### src/rtl/cordic_request_arbiter_pkg.sv
// Shared CORDIC definitions: operating modes, fixed-point widths and core latency.
// Used by the request arbiter and by blocks that drive the CORDIC core.
package cordic_pkg;

    localparam int CORDIC_INT_BITS    = 3;
    localparam int CORDIC_FRAC_BITS   = 30;
    localparam int CORDIC_BITS        = CORDIC_INT_BITS + CORDIC_FRAC_BITS;
    localparam int CORDIC_N_ITERATION = 12;
    // One extra stage for the core's input register.
    localparam int CORDIC_LATENCY     = CORDIC_N_ITERATION + 1;

    typedef enum logic [1:0] {
        LINEAR     = 2'b00,
        CIRCULAR   = 2'b01,
        HYPERBOLIC = 2'b11
    } cordic_mode_e;

    function automatic logic signed [CORDIC_BITS-1:0] to_fixed(input int signed whole);
        logic signed [CORDIC_BITS-1:0] v;
        v = CORDIC_BITS'(whole);
        return v <<< CORDIC_FRAC_BITS;
    endfunction

endpackage

### src/rtl/cordic_request_arbiter_rr_arbiter.sv
// Round-robin arbiter: grants the first active request at or after the pointer,
// wrapping, and returns the grant both one-hot and encoded.
module rr_arbiter
    import cordic_pkg::*;
#(
    parameter int N_REQ = 4,
    parameter int ID_W  = $clog2(N_REQ)
) (
    input  logic [N_REQ-1:0] i_req,
    input  logic [ID_W-1:0]  i_ptr,
    input  logic             i_en,
    output logic [N_REQ-1:0] o_grant,
    output logic [ID_W-1:0]  o_id,
    output logic             o_valid
);

    logic [N_REQ-1:0][ID_W-1:0] w_idx;
    logic [N_REQ-1:0]           w_rot_req;

    // Rotate the request vector so that position 0 is the pointer's requester.
    genvar gi;
    generate
        for (gi = 0; gi < N_REQ; gi++) begin : g_rot
            logic [ID_W:0] w_sum;
            assign w_sum          = {1'b0, i_ptr} + (ID_W+1)'(gi);
            assign w_idx[gi]      = (w_sum >= (ID_W+1)'(N_REQ)) ?
                                    ID_W'(w_sum - (ID_W+1)'(N_REQ)) : w_sum[ID_W-1:0];
            assign w_rot_req[gi]  = i_req[w_idx[gi]];
        end
    endgenerate

    always_comb begin
        o_valid = 1'b0;
        o_id    = '0;
        o_grant = '0;
        for (int i = N_REQ - 1; i >= 0; i--) begin
            if (i_en && w_rot_req[i]) begin
                o_valid = 1'b1;
                o_id    = w_idx[i];
            end
        end
        if (o_valid) begin
            o_grant[o_id] = 1'b1;
        end
    end

endmodule

### src/rtl/cordic_request_arbiter.sv
// Shares one pipelined CORDIC core between N_REQ requesters; a tag line matched
// to the core latency steers each result back to the requester that issued it.
module cordic_request_arbiter
    import cordic_pkg::*;
#(
    parameter int N_REQ           = 4,
    parameter int INTEGER_BITS    = CORDIC_INT_BITS,
    parameter int FRACTIONAL_BITS = CORDIC_FRAC_BITS,
    parameter int BITS            = INTEGER_BITS + FRACTIONAL_BITS,
    parameter int CORE_LATENCY    = CORDIC_LATENCY,
    parameter int ID_W            = $clog2(N_REQ)
) (
    input  logic                        i_clk,
    input  logic                        i_rst,
    input  logic                        i_stall,
    input  logic [N_REQ-1:0]            i_req_valid,
    output logic [N_REQ-1:0]            o_req_ready,
    input  logic [N_REQ-1:0][BITS-1:0]  i_req_x,
    input  logic [N_REQ-1:0][BITS-1:0]  i_req_y,
    input  logic [N_REQ-1:0][BITS-1:0]  i_req_z,
    input  logic [N_REQ-1:0][1:0]       i_req_mode,
    input  logic [N_REQ-1:0]            i_req_rot_en,
    output logic                        o_c_ready,
    output logic [BITS-1:0]             o_c_x,
    output logic [BITS-1:0]             o_c_y,
    output logic [BITS-1:0]             o_c_z,
    output logic [1:0]                  o_c_mode,
    output logic                        o_c_rot_en,
    input  logic                        i_c_valid,
    input  logic [BITS-1:0]             i_c_x,
    input  logic [BITS-1:0]             i_c_y,
    input  logic [BITS-1:0]             i_c_z,
    output logic                        o_rsp_valid,
    output logic [ID_W-1:0]             o_rsp_id,
    output logic [BITS-1:0]             o_rsp_x,
    output logic [BITS-1:0]             o_rsp_y,
    output logic [BITS-1:0]             o_rsp_z,
    output logic                        o_busy,
    output logic                        o_err
);

    localparam int CNT_W = $clog2(CORE_LATENCY + 2);

    logic                        w_en;
    logic                        w_accept;
    logic                        w_retire;
    logic [N_REQ-1:0]            w_grant;
    logic [ID_W-1:0]             w_grant_id;

    logic [ID_W-1:0]                     r_ptr;
    logic                                r_c_ready;
    logic [BITS-1:0]                     r_c_x;
    logic [BITS-1:0]                     r_c_y;
    logic [BITS-1:0]                     r_c_z;
    logic [1:0]                          r_c_mode;
    logic                                r_c_rot_en;
    logic [ID_W-1:0]                     r_issue_id;
    logic [CORE_LATENCY-1:0]             r_tag_valid;
    logic [CORE_LATENCY-1:0][ID_W-1:0]   r_tag_id;
    logic [CNT_W-1:0]                    r_count;
    logic                                r_err;

    // Reset gates the grant so nothing is accepted while the core is being flushed.
    assign w_en = !i_stall && !i_rst;

    rr_arbiter #(
        .N_REQ (N_REQ),
        .ID_W  (ID_W)
    ) u_rr_arbiter (
        .i_req   (i_req_valid),
        .i_ptr   (r_ptr),
        .i_en    (w_en),
        .o_grant (w_grant),
        .o_id    (w_grant_id),
        .o_valid (w_accept)
    );

    assign o_req_ready = w_grant;
    assign w_retire    = r_tag_valid[CORE_LATENCY-1];

    always_ff @(posedge i_clk) begin
        if (i_rst) begin
            r_ptr <= '0;
        end else if (w_accept) begin
            r_ptr <= (w_grant_id == ID_W'(N_REQ - 1)) ? '0 : w_grant_id + 1'b1;
        end
    end

    // Issue register: operands hold their last value while the strobe is low.
    always_ff @(posedge i_clk) begin
        if (i_rst) begin
            r_c_ready  <= 1'b0;
            r_c_x      <= '0;
            r_c_y      <= '0;
            r_c_z      <= '0;
            r_c_mode   <= '0;
            r_c_rot_en <= 1'b0;
            r_issue_id <= '0;
        end else begin
            r_c_ready <= w_accept;
            if (w_accept) begin
                r_c_x      <= i_req_x[w_grant_id];
                r_c_y      <= i_req_y[w_grant_id];
                r_c_z      <= i_req_z[w_grant_id];
                r_c_mode   <= i_req_mode[w_grant_id];
                r_c_rot_en <= i_req_rot_en[w_grant_id];
                r_issue_id <= w_grant_id;
            end
        end
    end

    // Tag line runs alongside the core so its last stage lines up with i_c_valid.
    always_ff @(posedge i_clk) begin
        if (i_rst) begin
            r_tag_valid <= '0;
            r_tag_id    <= '0;
        end else begin
            r_tag_valid <= {r_tag_valid[CORE_LATENCY-2:0], r_c_ready};
            r_tag_id    <= {r_tag_id[CORE_LATENCY-2:0], (r_c_ready ? r_issue_id : ID_W'(0))};
        end
    end

    always_ff @(posedge i_clk) begin
        if (i_rst) begin
            r_count <= '0;
        end else begin
            case ({w_accept, w_retire})
                2'b10:   r_count <= r_count + CNT_W'(1);
                2'b01:   r_count <= r_count - CNT_W'(1);
                default: r_count <= r_count;
            endcase
        end
    end

    always_ff @(posedge i_clk) begin
        if (i_rst) begin
            r_err <= 1'b0;
        end else if (i_c_valid != r_tag_valid[CORE_LATENCY-1]) begin
            r_err <= 1'b1;
        end
    end

    assign o_c_ready   = r_c_ready;
    assign o_c_x       = r_c_x;
    assign o_c_y       = r_c_y;
    assign o_c_z       = r_c_z;
    assign o_c_mode    = r_c_mode;
    assign o_c_rot_en  = r_c_rot_en;
    assign o_rsp_valid = r_tag_valid[CORE_LATENCY-1];
    assign o_rsp_id    = r_tag_id[CORE_LATENCY-1];
    assign o_rsp_x     = i_c_x;
    assign o_rsp_y     = i_c_y;
    assign o_rsp_z     = i_c_z;
    assign o_busy      = (r_count != '0);
    assign o_err       = r_err;

endmodule

### config.mk
export PLATFORM = sky130hd
export DESIGN_NAME = cordic_request_arbiter
export DESIGN_NICKNAME = d
export VERILOG_FILES = /design/src/rtl/cordic_request_arbiter_pkg.sv /design/src/rtl/cordic_request_arbiter_rr_arbiter.sv /design/src/rtl/cordic_request_arbiter.sv
export SDC_FILE = /design/constraint.sdc
export NUM_CORES = 1
export LEC_CHECK = 0
export BUFFER_PORTS_ARGS = -buffer_cell sky130_fd_sc_hd__buf_2
export CAP_MARGIN = 30
export CELL_PAD_IN_SITES_DETAIL_PLACEMENT = 2
export CELL_PAD_IN_SITES_GLOBAL_PLACEMENT = 2
export CORE_AREA = 2 2 282 284
export DETAILED_ROUTE_END_ITERATION = 16
export DIE_AREA = 0 0 284 286
export PLACE_DENSITY = 0.61
export SKIP_LAST_GASP = 1
export SLEW_MARGIN = 20
export SYNTH_ARGS = -nofsm -noshare
export SYNTH_HDL_FRONTEND = slang
export SYNTH_SLANG_ARGS = --single-unit
### constraint.sdc
create_clock -name i_clk -period 2.4 [get_ports i_clk]
set_input_delay 0.48 -clock i_clk [delete_from_list [all_inputs] [get_ports i_clk]]
set_output_delay 0.48 -clock i_clk [all_outputs]
set_load 0.03 [all_outputs]
==> impl_metrics.toml <==
[pwr]
power_density_nw_per_um2 = 592
comb_power_share_pct = 23.9
pwr-share-clk_pct = 39.0
switching_share_pct = 35.3
p_int_mw = 4.87
pwr-share-seq_pct = 37.1
p_leak_nw = 6.76
power.switching_mw = 2.66
peakVddDrop_v = 0.000412

[synth]
yosysWarnings = 0
yosysSeqAreaShare_pct = 36.8
ys_top_cells_by_count = "mux2i_1, dfxtp_1, nand2_1"
avgSynthCellArea_sq_um = 9.85
synthCells = 834
synth_ff_type = "dfxtp_1"
syn-num-nets = 1356
async_flop_share_pct = 0
yosys.cell_count.top_type = "mux2i_1"
synth_area_leader_cell = "dfxtp_1"
ys_ff_latch = 151
synth_top_cell_area_share_pct = 36.8
synth-edff-count = 0
synthTopCellsByArea = "dfxtp_1, mux2i_1, o221ai_1"
synth.distinct_cells = 36
netlist_area_sq_um = 8220

[timing]
max_freq_mhz = 394
hold_viol = 0
skew_ns = 0.0201
grt_setup_unrepaired = "yes"
setup-tns-final_ns = -0.488
slew_viol_final = 0
tightest_slew_ns = 0.742
period_minus_slack_ns = 2.54
whs_ns = 0.257
slew_headroom_pct = 50.5
setup_viol = 4
fin_ws_ns = -0.138
fin_crit_sh_pct = 106

[job]
max_cap_viol_count = 0

[layout]
regArea_sq_um = 3030
final_util_pct = 16.2
area_delta_synth_final_pct = 54.8
drive_gt1_share_pct = 51.2
multi_input_area_sq_um = 4270
fin_nets = 1822
fillCellCount = 9285

[place]
port_buffers = 527
hpwl_um = 30800
gp_congestion = 0.845
post-place-ws_ns = -0.287

[worst_hold_path]
whs_path_depth = 2
hold_class = "in -> reg"

[global_routing]
grt_start_max_net_pins = 57
grt_usage_pct = 9.21
grt_pass1_vias = 9453
grt_pass1_wl_um = 56700
grt.overflow.total = 0
grt_antenna_before_repair = 0

[route]
wl_per_cell_um = 16.5
viasPerCell = 3.48
wl_um = 39000
vias = 8234
ant_nets = 0
drc = 0
first_iter_violations = 135
firstDrtPassIters = 4

[cts]
clk_pin_slew_ns = 0.07
cts_root_buffer = "clkbuf_16"
cts-hold-fix-buffers = 0
cts_tree = "done"
clock-sinks = 151
h-tree-depth = 4
cts_buffer_depth = 2
clk-insertion-delay-late_ns = 0.49
numCtsBuffers = 17

[floorplanning]
rows = 103
ios = 726
die_x_um = 284
die_h_um = 286
core_sq_um = 78400
dieArea_sq_um = 81200
start_util_pct = 10.5

[critical_path]
r2r_setup_slack_ns = 0.02
r2r_cells = 12
cp.required_ns = 1.92
cp-start-kind = "register"
worstSetupPathType = "reg -> out"
arrival_ns = 2.06
critPathMaxFanout = 8
cp-end-kind = "output pin"

[outcome]
violations = "negative setup slack"
status = "finished, violations left"
==> flip-flops by register name, summed over array words and instances (netlist names) <==
| name | count |
|---|---|
| o_c_mode | 2 |
| o_c_ready | 1 |
| o_c_rot_en | 1 |
| o_c_x | 33 |
| o_c_y | 33 |
| o_c_z | 33 |
| o_err | 1 |
| o_rsp_id | 2 |
| r_count | 4 |
| r_issue_id | 2 |
| r_ptr | 2 |
| r_tag_id | 24 |
| r_tag_valid | 13 |
==> layout make-up <==
type                       count  share of cell area [%]
multi-input combinational    520                    33.5
timing repair buffer         607                    27.2
sequential                   151                    23.8
tap                         1050                    10.3
clock buffer                  17                    3.34
clock inverter                15                    1.60
inverter                       3                   0.148
antenna                        1                  0.0197
==> layout by cell type, fill, tap and decap left out, types with 3 or more instances in the layout <==
cell	count
and2_1	3
nand2b_1	3
ha_1	4
buf_4	63
and2_4	4
buf_12	12
a21oi_1	7
nand2_1	107
buf_2	523
nor2_1	10
xor2_1	5
inv_8	3
clkbuf_16	18
nor2b_1	39
buf_6	7
dfxtp_1	149
o221ai_1	101
mux2i_1	202
clkinv_8	8
==> path summary, 6_finish.rpt <==
path,from,end
hold / removal,i_rst,r_ptr[0]
setup reg to reg,r_ptr[0],o_c_y[11]
hold reg to reg,r_tag_id[17],r_tag_id[19]
setup / recovery,r_ptr[0],o_req_ready[2]
==> critical path: stages, from the launching register on <==
cell	delay [ns]
dfxtp_4	0.42
nor2b_4	0.06
nor4b_4	0.27
nor2_4	0.09
nor3_4	0.16
buf_6	0.15
inv_8	0.04
ha_4	0.14
and2_4	0.13
buf_6	0.13
==> repair_timing <==
item	4_1_cts	5_1_grt
resized for setup	19	14
setup buffers	7	9
pin swaps	6	1
setup endpoints to repair	5	6
endpoints found under the hold margin	0	0
gates cloned	0	1
==> metal layers <==
layer	vias up	share of wire (%)	GRT usage, %
li1	3863	-	-
met1	3926	38	9.25
met2	388	51	16.7
met3	57	8.5	3.85
met4	0	3.1	3.96
met5	-	0	0
==> power groups by stage <==
stage               logic, mW  registers [mW]  clock network, mW
floorplan               0.880            3.20                  0
global placement         1.74            2.84                  0
detailed placement       1.78            2.85                  0
CTS                      1.80            2.80               3.15
global route             1.94            2.82               3.22
finish                   1.80            2.79               2.94
==> kinds of logic (layout without fill, tap and decap cells) <==
logic type,Yosys count,count (layout),share of synthesized area (%)
adder cells (fa/ha/maj),7,7,1.07
other,0,1,0
multiplexers,206,206,25.2
AND/OR/NAND/NOR,184,184,10.9
AO/OA/AOI/OAI,118,118,12.1
buffers and inverters,163,642,13.4
XOR/XNOR,5,5,0.533
flip-flops,151,151,36.8
==> through the flow <==
step | instance area, sq um | total power [mW] | std cells
2_1_floorplan | 8310 | 4.08 | 834
3_3_place_gp | 11800 | 4.58 | 2315
3_5_place_dp | 11800 | 4.63 | 2315
4_1_cts | 12500 | 7.74 | 2353
5_1_grt | 12700 | 7.98 | 2363
6_report | 12700 | 7.53 | 2364
(Power assumes the default switching activity.)
